File: src/rtl/buffer_reader.sv
// buffer_reader
//   Read side of the byte-wide buffer. A start pulse supplies a base byte
//   address and a word count. The block then streams that many big-endian
//   32-bit words over a valid/ready handshake and pulses done once.
//
// Ports
//   clk       rising-edge clock
//   rst       asynchronous active-high reset
//   mem       byte array from the buffer, [7:0] mem [0:SIZE-1]
//   start     one-cycle request, honoured only while idle
//   rd_adr    base byte address (reduced mod SIZE when captured)
//   rd_cnt    number of words to emit (0 gives an immediate done)
//   rd_data   current word, mem[a] in bits [31:24]
//   rd_valid  rd_data holds a word not yet accepted
//   rd_ready  consumer accepts rd_data when rd_valid & rd_ready
//   busy      high whenever a request is in progress (including done cycle)
//   done      one-cycle pulse after the last word is accepted
module buffer_reader #(
  parameter int SIZE = 64
) (
  input  logic        clk,
  input  logic        rst,
  input  logic [7:0]  mem [0:SIZE-1],
  input  logic        start,
  input  logic [7:0]  rd_adr,
  input  logic [7:0]  rd_cnt,
  output logic [31:0] rd_data,
  output logic        rd_valid,
  input  logic        rd_ready,
  output logic        busy,
  output logic        done
);

  localparam int AW = (SIZE > 1) ? $clog2(SIZE) : 1;

  localparam logic [1:0] IDLE  = 2'd0;
  localparam logic [1:0] LOAD  = 2'd1;
  localparam logic [1:0] VALID = 2'd2;
  localparam logic [1:0] DONE  = 2'd3;

  logic [1:0]    state;
  logic [AW-1:0] adr;
  logic [7:0]    cnt;

  // Byte addresses live in 0..SIZE-1; every offset folds back into that range.
  function automatic logic [AW-1:0] wrap(input logic [8:0] v);
    logic [8:0] r;
    r = v % 9'(SIZE);
    return r[AW-1:0];
  endfunction

  // Inverse of the write-side packing: lowest address is the most significant byte.
  function automatic logic [31:0] word_at(input logic [AW-1:0] a);
    return {mem[a],
            mem[wrap(9'(a) + 9'd1)],
            mem[wrap(9'(a) + 9'd2)],
            mem[wrap(9'(a) + 9'd3)]};
  endfunction

  assign busy = (state != IDLE);
  assign done = (state == DONE);

  always_ff @(posedge clk or posedge rst) begin
    if (rst) begin
      state    <= IDLE;
      adr      <= '0;
      cnt      <= '0;
      rd_data  <= '0;
      rd_valid <= 1'b0;
    end else begin
      case (state)
        IDLE: begin
          if (start) begin
            adr   <= wrap({1'b0, rd_adr});
            cnt   <= rd_cnt;
            state <= (rd_cnt == 8'd0) ? DONE : LOAD;
          end
        end
        LOAD: begin
          rd_data  <= word_at(adr);
          rd_valid <= 1'b1;
          adr      <= wrap(9'(adr) + 9'd4);
          state    <= VALID;
        end
        VALID: begin
          // rd_data only moves on a handshake, so mem changes while stalled are invisible.
          if (rd_ready) begin
            if (cnt > 8'd1) begin
              rd_data <= word_at(adr);
              adr     <= wrap(9'(adr) + 9'd4);
              cnt     <= cnt - 8'd1;
            end else begin
              rd_valid <= 1'b0;
              cnt      <= 8'd0;
              state    <= DONE;
            end
          end
        end
        default: begin
          state <= IDLE;
        end
      endcase
    end
  end

endmodule

File: config.mk
export PLATFORM = sky130hd
export DESIGN_NAME = buffer_reader
export DESIGN_NICKNAME = d
export VERILOG_FILES = /design/src/rtl/buffer_reader.sv
export SDC_FILE = /design/constraint.sdc
export NUM_CORES = 1
export LEC_CHECK = 0
export ABC_AREA = 1
export CAP_MARGIN = 20
export CELL_PAD_IN_SITES_DETAIL_PLACEMENT = 0
export CELL_PAD_IN_SITES_GLOBAL_PLACEMENT = 1
export CORE_ASPECT_RATIO = 1.1
export CORE_MARGIN = 3
export CORE_UTILIZATION = 31
export DETAILED_ROUTE_END_ITERATION = 8
export PLACE_DENSITY_LB_ADDON = 0.2
export RECOVER_POWER = 100
export SKIP_CTS_REPAIR_TIMING = 1
export SLEW_MARGIN = 30
export SYNTH_ARGS = -nofsm -noshare
export SYNTH_HDL_FRONTEND = slang
export SYNTH_SLANG_ARGS = --single-unit
File: constraint.sdc
create_clock -name clk -period 3.45 [get_ports clk]
set_input_delay 0.69 -clock clk [delete_from_list [all_inputs] [get_ports clk]]
set_output_delay 0.69 -clock clk [all_outputs]
set_load 0.1 [all_outputs]
# After elaboration in Yosys (flattened, before gate mapping)
# Index checks and enable logic that the tools add are counted.
[classes] addsub=5 order_cmp=5 eq_ne=7 n_mux=31 n_bitwise=4 reduce_logical=11
[ops] operator="$bmux W8 S6" count=4
[ops] operator="$mux W8" count=11
[ops] operator="$mux W32" count=2
[ops] operator="$pmux W32 S2" count=1
[ops] operator="$ge A7 B7 Y1 const B" count=4
[ops] operator="$not A6 Y7" count=4
[ops] operator="$mux W6" count=3
[ops] operator="$pmux W6 S3" count=1
[ops] operator="$pmux W8 S2" count=1
[ops] operator="$add A6 B2 Y6 const B" count=2
[ops] operator="$reduce_and A3 Y1" count=4
[ops] operator="$gt A8 B1 Y1 const B" count=1
[ops] operator="$logic_not A8 Y1" count=1
[ops] operator="$mux W2" count=4
[ops] operator="$ne A2 B2 Y1 const B" count=4
[ops] operator="$sub A8 B1 Y8 const B" count=1
[ops] operator="$add A6 B1 Y6 const B" count=1
[ops] operator="$add A6 B3 Y6 const B" count=1
[ops] operator="$pmux W2 S3" count=1
[ops] operator="$reduce_bool A2 Y1" count=3
[ops] operator="$eq A2 B2 Y1 const B" count=2
[ops] operator="$reduce_and A4 Y1" count=1
[ops] operator="$reduce_bool A3 Y1" count=1
[ops] operator="$eq A2 B1 Y1 const B" count=1
[ops] operator="other kinds (3)" count=4
[totals] ff_bits=49 out_inout_bits=35

# Longest topological paths before layout
# Gate-level depths: netlist (run 1).
[logic_depth] depth_word=8 depth_mapped=16 depth_no_buf=11

# Worst setup path after synthesis (run 1)
# OpenSTA, ideal clock, no wires.
[synth_timing] path_kind="register -> register" startpoint="reg adr[1]" endpoint="reg rd_data[23]" setup_time_ns=0.120 t_arrival_ns=2.404 required_time_ns=3.330 path_slack_ns=0.927 stages_incl_launch_ff=17 path_buffers=6 period_less_slack_ns=2.523 cell_sequence="dfrtp_1 > buf_2 > inv_2 > buf_2 > buf_2 > ha_1 > clkbuf_1 > inv_1 > buf_2 > clkbuf_1 > nand3_1 > nand3_1 > nand3_1 > nand3_1 > nand3_1 > nand3_1 > nand2_1"
[synth_between] elab_chain_cells=8
[synth_rtl] element="start: declaration" line_no="42" rtl="logic [AW-1:0] adr;"
[synth_rtl] element="start signal: assignment" line_no="74" rtl="adr <= wrap({1'b0, rd_adr});"
[synth_rtl] element="start signal: assignment" line_no="82" rtl="adr <= wrap(9'(adr) + 9'd4);"
[synth_rtl] element="start signal: assignment" line_no="90" rtl="adr <= wrap(9'(adr) + 9'd4);"
[synth_rtl] element="$add A6 B1 Y6 *" line_no="55" rtl="mem[wrap(9'(a) + 9'd1)],"
[synth_rtl] element="$not A6 Y7 (not written as such) *" line_no="55"
[synth_rtl] element="$bmux W8 S6 *" line_no="55"
[synth_rtl] element="$mux W8 (not written as such) * (2 in a row)" line_no="55"
[synth_rtl] element="$mux W32" line_no="88" rtl="if (cnt > 8'd1) begin"
[synth_rtl] element="$mux W32" line_no="87" rtl="if (rd_ready) begin"
[synth_rtl] element="$pmux W32 S2 *" line_no="71" rtl="case (state)"
[synth_rtl] element="end signal: assignment" line_no="80" rtl="rd_data <= word_at(adr);"
[synth_rtl] element="end signal: assignment" line_no="89" rtl="rd_data <= word_at(adr);"
[synth_rtl] element="end: declaration" line_no="27" rtl="output logic [31:0] rd_data,"
# Mark *: on every way between the ends. The rest lies on a longest branch, timed or not. The select of a mux whose other input is x is not followed.
# A chain may end at the register's enable or synchronous reset.

# Worst setup path after layout (run 1)
[layout_timing] startpoint="reg adr[0]" endpoint="reg rd_data[20]"
# The elaborated chain is that of the path after synthesis.

==> run_results.csv, run 1 <==
group,metric,value,unit
run_status,status,"complete, no violations",
grt,grt_max_degree,215,
setup_path,crit_end,"rd_data[20]$_DFFE_PP0P_",
placement,port_buffers,564,
yosys,syn_area_per_cell,4.87,sq um
yosys,syn_inst,3659,
sta,final-hold-violation-count,0,
yosys,synth_area,17800,sq um
placement,place_ws,0.605,ns
setup_path,crit_top_cell,"nand3_1",
floorplan,design.core.area,56500,sq um
hold_path,hold_class,"flip-flop to flip-flop",
route,antenna_left,0,
hold_path,min_from,"rd_data[15]$_DFFE_PP0P_",
floorplan,dieArea,60400,sq um
sta,worst_slew_pin_slew,1.41,ns
clock_tree,cts_tree,"done",
power_and_ir_drop,p_total,32.8,mW
setup_path,timing.rr.end,"rd_data[20]$_DFFE_PP0P_",
route,drt-initial-drc-count,3945,
floorplan,die_w,235,microns
route,drc,0,
power_and_ir_drop,clock_power_share,0.018,
run,maxCapViolCount,0,
setup_path,end_kind,"flip-flop",
setup_path,slowest_stage,"dfrtp_4",
floorplan,ios,567,
yosys,ys_types,35,
yosys,ys.flop_type,"dfrtp_1",
final_layout,nets,4530,
sta,post-route-period-util,0.879,
route,wl_per_cell,24.3,microns
yosys,synth_seq_area_share,0.0688,
setup_path,max_stage_delay,0.57,ns
floorplan,fp.dieH,258,microns
clock_tree,clkTransAtPathRegs,0.07,ns
placement,globalplace.congestion,0.953,
setup_path,crit_path_start,"adr[0]$_DFFE_PP0P_",
sta,tns,0,ns
clock_tree,cts_sinks,49,
setup_path,r2r_slack,0.42,ns
sta,final-setup-viol-count,0,
final_layout,layout_common_cells,"nand3_1 (1958), nand2_1 (1173), clkdlybuf4s50_1 (528)",
final_layout,layout-drive-gt1-share,0.0298,
route,routed_wl,115000,microns
yosys,synth_edf_count,0,
grt,grt_pass1_vias,26700,
sta,timing.fmax,330,MHz
setup_path,cp.arrival,3.22,ns
sta,fin_crit,3.03,ns
power_and_ir_drop,switching_share,0.694,
sta,skew,0.00911,ns
grt,grt_pass1_wl,168000,microns
power_and_ir_drop,p_leak,10.4,nW
yosys,yosysWarnings,0,
clock_tree,h-tree-depth,2,
setup_path,reg2reg_from,"adr[0]$_DFFE_PP0P_",
power_and_ir_drop,p_sw,22.8,mW
grt,grtUsageTotal,0.359,
setup_path,crit_path_cell_trace,"inv_8, ha_4, buf_12, nand3_1, nand3_1, nand3_1, nand3_1, nand3_1, nand3_1, nand2_1",
yosys,synth_seq_cells,49,
setup_path,rr_worst_depth,10,
clock_tree,cts_made_buffers,5,
floorplan,std_cell_rows,91,
grt,gr-total-overflow,0,
final_layout,final_common_cell,"nand3_1",
sta,final_max_slew_viol_count,0,
yosys,syn_nets,4201,
sta,rsz0062_at_grt,"false",
sta,relSlewSlack,0.0571,
clock_tree,clkLatencyLatePin,0.30,ns
grt,antenna_found_initial,23,
placement,dp_hpwl,83600,microns
route,via_count,28500,
setup_path,start_kind,"flip-flop",
clock_tree,clk_path_buf_depth,2,
final_layout,area_growth,34.3,%
power_and_ir_drop,ir_worst_vdd,1660,uV
final_layout,n_fill_cell,6454,
floorplan,start_util,0.316,
setup_path,crit_fanout,138,
setup_path,cp.required,3.64,ns
power_and_ir_drop,powerDensity,1370,nW/um^2
power_and_ir_drop,p_int,10.0,mW
sta,setup_slack,0.416,ns
yosys,async_reset_ff_frac,1.00,
setup_path,critical_path_class,"flip-flop to flip-flop",
clock_tree,cts-root-buf,"clkbuf_16",
route,viasPerCell,6.00,
power_and_ir_drop,seqPwrFrac,0.039,
route,dr.pass1.iters,6,
power_and_ir_drop,combPwrFrac,0.943,
-- layer usage --
metal,global-route usage,wire length [microns],vias up
li1,-,-,13400
met1,0.451,45200,13100
met2,0.575,51900,1661
met3,0.0713,10900,300
met4,0.204,7140,14
met5,0,82,-
-- synthesized netlist by cell type (2+ instances only) --
| library cell | instances | share of area |
|---|---|---|
| o21ai_0 | 13 | 0.0036 |
| clkinv_2 | 2 | 0.00056 |
| clkbuf_1 | 110 | 0.023 |
| nor4_1 | 2 | 0.00070 |
| a31oi_1 | 4 | 0.0014 |
| nand2_2 | 2 | 0.00070 |
| o31ai_1 | 2 | 0.00084 |
| and3_1 | 10 | 0.0035 |
| buf_4 | 2 | 0.00084 |
| o22ai_1 | 3 | 0.0011 |
| dfrtp_1 | 49 | 0.069 |
| buf_2 | 167 | 0.047 |
| a22oi_1 | 7 | 0.0029 |
| xor2_1 | 2 | 0.00098 |
| ha_1 | 10 | 0.0070 |
| inv_1 | 28 | 0.0059 |
| buf_1 | 39 | 0.0082 |
| nand3_1 | 1958 | 0.55 |
| inv_2 | 10 | 0.0021 |
| nor3_2 | 2 | 0.0011 |
| a21oi_1 | 9 | 0.0025 |
| nor2_2 | 2 | 0.00070 |
| nor2_1 | 34 | 0.0072 |
| xor2_2 | 6 | 0.0055 |
| nand2_1 | 1176 | 0.25 |
-- worst min-delay path by stage --
stage,to,cells after the start
3_3_place_gp,rd_data[22]$_DFFE_PP0P_,2
6_report,rd_data[15]$_DFFE_PP0P_,2
3_5_place_dp,rd_data[22]$_DFFE_PP0P_,2
2_1_floorplan,cnt[6]$_DFFE_PP0P_,2
4_1_cts,rd_data[22]$_DFFE_PP0P_,2
5_1_grt,rd_data[18]$_DFFE_PP0P_,2
-- cell families (layout without fill, tap and decap cells) --
kind of cell,count (synthesis),after routing,synth area share
fa+ha+maj,10,10,0.00702
buf+inv,360,690,0.0885
other cells,0,17,0
flops,49,49,0.0688
xor+xnor,9,9,0.00800
simple gates,3189,3189,0.813
compound gates,42,42,0.0152
-- critical path: cells and delay by family, from the launching register on --
family / cells / cell delay, ns
and+or+nand+nor: 7 / 1.20
buffers and inverters: 2 / 0.69
adders and majority gates: 1 / 0.25
DFF: 1 / 0.57
-- per-stage QoR --
stage          hold WS, ns  cells  area [sq um]  utilization
6_report             0.480   4750         23900        0.424
5_1_grt              0.509   4746         23900        0.424
4_1_cts              0.487   4732         24000        0.425
3_5_place_dp         0.468   4724         23800        0.422
3_3_place_gp         0.467   4724         23800        0.422
2_1_floorplan        0.550   3659         17800            -
-- sequential cells by signal (all words and copies together), names as in the netlist --
register,count
rd_data,32
rd_valid,1
cnt,8
adr,6
state,2
-- final cells by class --
| type | count | area, sq um | share of cell area |
|---|---|---|---|
| Multi-Input combinational cell | 3250 | 15100 | 0.631 |
| Timing Repair Buffer | 641 | 6270 | 0.262 |
| Sequential cell | 49 | 1230 | 0.0516 |
| Tap cell | 744 | 931 | 0.0389 |
| Inverter | 41 | 179 | 0.00748 |
| Clock buffer | 6 | 129 | 0.00538 |
| Antenna cell | 17 | 42.5 | 0.00178 |
| Clock inverter | 2 | 38.8 | 0.00162 |
-- power by group through the flow --
stage | registers (mW) | clock network (mW) | logic (mW)
floorplan | 2.48 | 0 | 18.3
global placement | 1.27 | 0 | 30.3
finish | 1.27 | 0.586 | 31.0
CTS | 1.26 | 0.593 | 30.4
global route | 1.29 | 0.615 | 33.1
detailed placement | 1.26 | 0 | 30.3
No activity file was read; power rests on OpenSTA's default activity.
==> run 2, diff against run 1 <==
--- a/config.mk
+++ b/config.mk
@@ -6,12 +6,13 @@
 export NUM_CORES = 1
 export LEC_CHECK = 0
 export ABC_AREA = 1
+export ABC_CLOCK_PERIOD_IN_PS = 3700
 export CAP_MARGIN = 20
 export CELL_PAD_IN_SITES_DETAIL_PLACEMENT = 0
 export CELL_PAD_IN_SITES_GLOBAL_PLACEMENT = 1
 export CORE_ASPECT_RATIO = 1.1
 export CORE_MARGIN = 3
-export CORE_UTILIZATION = 31
+export CORE_UTILIZATION = 33
 export DETAILED_ROUTE_END_ITERATION = 8
 export PLACE_DENSITY_LB_ADDON = 0.2
 export RECOVER_POWER = 100
==> constraint.sdc (replaced) <==
create_clock -name clk -period 3.7 [get_ports clk]
set_input_delay 0.74 -clock clk [delete_from_list [all_inputs] [get_ports clk]]
set_output_delay 0.74 -clock clk [all_outputs]
set_load 0.1 [all_outputs]
==> run 2 against run 1 <==
  * Critical path depth down 2
  * Sequential power down 6%
  * Clock skew up 0.0030 ns
  * Global-route usage up 1.3 points
  * Fmax down 13%
  * Core utilization up 2.6 points
  * Final cell count down 0.78%
  * Flip-flop and latch count unchanged
  * Clock power down 16%
  * Count of clock-buffer cells in the layout down 1
  * Non-clock buffer count down 10
  * Critical path type unchanged
  * Critical endpoint is now rd_data[27]$_DFFE_PP0P_
==> run_results.csv, run 2 (synthesis results as in run 1) <==
group,metric,value,unit
run_status,status,"complete, no violations",
sta,final-setup-viol-count,0,
final_layout,final_common_cell,"nand3_1",
route,dr.pass1.iters,7,
floorplan,fp.dieH,250,microns
setup_path,end_kind,"flip-flop",
sta,final_max_slew_viol_count,0,
grt,gr-total-overflow,0,
route,drt-initial-drc-count,4292,
route,routed-wl-met2,50600,microns
clock_tree,cts-root-buf,"clkbuf_16",
final_layout,n_fill_cell,5946,
sta,timing.fmax,288,MHz
clock_tree,cts_sinks,49,
sta,setup_slack,0.227,ns
sta,relSlewSlack,0.0423,
clock_tree,clkLatencyLatePin,0.31,ns
clock_tree,h-tree-depth,2,
final_layout,layout_common_cells,"nand3_1 (1958), nand2_1 (1173), clkdlybuf4s50_1 (528)",
final_layout,final_cell_count_no_fill,4713,
final_layout,multi_input_area,15100,sq um
floorplan,die_w,228,microns
setup_path,cp.arrival,3.71,ns
hold_path,hold_class,"flip-flop to flip-flop",
route,drc,0,
clock_tree,clkTransAtPathRegs,0.08,ns
floorplan,design.core.area,53000,sq um
floorplan,dieArea,56900,sq um
grt,grt_pass1_vias,26600,
setup_path,start_kind,"flip-flop",
route,wl_per_cell,23.8,microns
sta,tns,0,ns
floorplan,std_cell_rows,88,
setup_path,critical_path_class,"flip-flop to flip-flop",
final_layout,reg_top3,"rd_data: 32 flops, cnt: 8 flops, adr: 6 flops",
floorplan,start_util,0.337,
route,dr_wl_met3,10900,microns
power_and_ir_drop,clock_power_share,0.016,
final_layout,largest_register_ffs,32,
power_and_ir_drop,p_total,30.1,mW
route,wl_met1,43200,microns
route,dr.max_layer_used,"met5",
sta,final-hold-violation-count,0,
final_layout,nets,4520,
power_and_ir_drop,seqPwrFrac,0.040,
run,maxCapViolCount,0,
sta,post-route-period-util,0.939,
power_and_ir_drop,p_int,9.16,mW
route,antenna_left,0,
placement,dp_hpwl,81200,microns
sta,skew,0.0121,ns
final_layout,layout-drive-gt1-share,0.0269,
setup_path,crit_fanout,16,
clock_tree,cts_made_buffers,5,
route,viasPerCell,6.08,
setup_path,slowest_stage,"nor2_1",
placement,port_buffers,564,
placement,place_ws,0.670,ns
power_and_ir_drop,combPwrFrac,0.944,
floorplan,ios,567,
power_and_ir_drop,switching_share,0.696,
final_layout,layout.area.seq,1230,sq um
route,routed_wl,112000,microns
setup_path,max_stage_delay,1.23,ns
grt,grt_pass1_wl,162000,microns
sta,fin_crit,3.47,ns
sta,rsz0062_at_grt,"false",
placement,globalplace.congestion,0.965,
final_layout,area_growth,33.7,%
setup_path,crit_path_cell_trace,"inv_1, nor2_1, clkbuf_1, nand3_1, and3_1, nand3_1, nand3_1, nand2_1",
final_layout,fin_util,0.450,
setup_path,cp.required,3.94,ns
grt,antenna_found_initial,22,
clock_tree,cts_tree,"done",
final_layout,regMostFlops,"rd_data",
grt,grtUsageTotal,0.373,
power_and_ir_drop,powerDensity,1260,nW/um^2
placement,dp.cells,4691,
clock_tree,clk_path_buf_depth,2,
grt,grt_max_degree,216,
power_and_ir_drop,ir_worst_vdd,1520,uV
setup_path,crit_top_cell,"nand3_1",
power_and_ir_drop,p_sw,21.0,mW
sta,worst_slew_pin_slew,1.43,ns
power_and_ir_drop,p_leak,10.4,nW
route,via_count,28600,
run 2: cell types whose count changed in the layout (fill, tap and decap cells not counted), moves of 2 or more:
cell / change
clkbuf_1: -17
buf_4: -5
buf_12: -5
inv_1: +2
diode_2: -3
inv_2: -2
dlygate4sd3_1: +16
run 2: stage by stage:
stage	hold WS (ns)	area, sq um
global route	0.512	23800
finish	0.484	23800
global placement	0.465	23700
detailed placement	0.461	23700
floorplan	0.550	17800
CTS	0.481	23900
run 2: power groups by stage:
stage	registers (mW)	clock network, mW	logic, mW
6_report	1.20	0.493	28.4
5_1_grt	1.22	0.515	30.4
4_1_cts	1.19	0.496	27.9
3_5_place_dp	1.19	0	27.8
3_3_place_gp	1.20	0	27.8
2_1_floorplan	2.32	0	17.1
run 2: critical path, delay by kind of cell (launching register included):
family                 cells  cell delay (ns)
flip-flops                 1             0.61
buffers and inverters      2             0.97
AND/OR/NAND/NOR            6             1.82
run 2: final timing paths:
| kind | from | endpoint | slack, ns | depth (start not counted) |
|---|---|---|---|---|
| min reg2reg | rd_data[30]$_DFFE_PP0P_ | rd_data[30]$_DFFE_PP0P_ | 0.48 | 2 |
| max | adr[2]$_DFFE_PP0P_ | rd_data[27]$_DFFE_PP0P_ | 0.23 | 8 |
| min in group asynchronous | rst | cnt[4]$_DFFE_PP0P_ | 1.28 | 2 |
| max in group asynchronous | rst | rd_valid$_DFFE_PP0P_ | 1.37 | 3 |
| min | rd_data[30]$_DFFE_PP0P_ | rd_data[30]$_DFFE_PP0P_ | 0.48 | 2 |
| max reg2reg | adr[2]$_DFFE_PP0P_ | rd_data[27]$_DFFE_PP0P_ | 0.23 | 8 |
run 2: metal layers:
metal / vias to the layer above / global-route usage
met3: 323 / 0.0652
li1: 13400 / -
met4: 16 / 0.222
met1: 13100 / 0.468
met2: 1788 / 0.593
met5: - / 0
run 2: area by class of cell:
| type | instances | area share |
|---|---|---|
| diodes | 14 | 0.00147 |
| clock buffers | 5 | 0.00525 |
| clock inverters | 3 | 0.00142 |
| inverters | 41 | 0.00751 |
| multi-input cells | 3250 | 0.634 |
| flip-flops and latches | 49 | 0.0517 |
| well taps | 720 | 0.0378 |
| repair buffers | 631 | 0.261 |
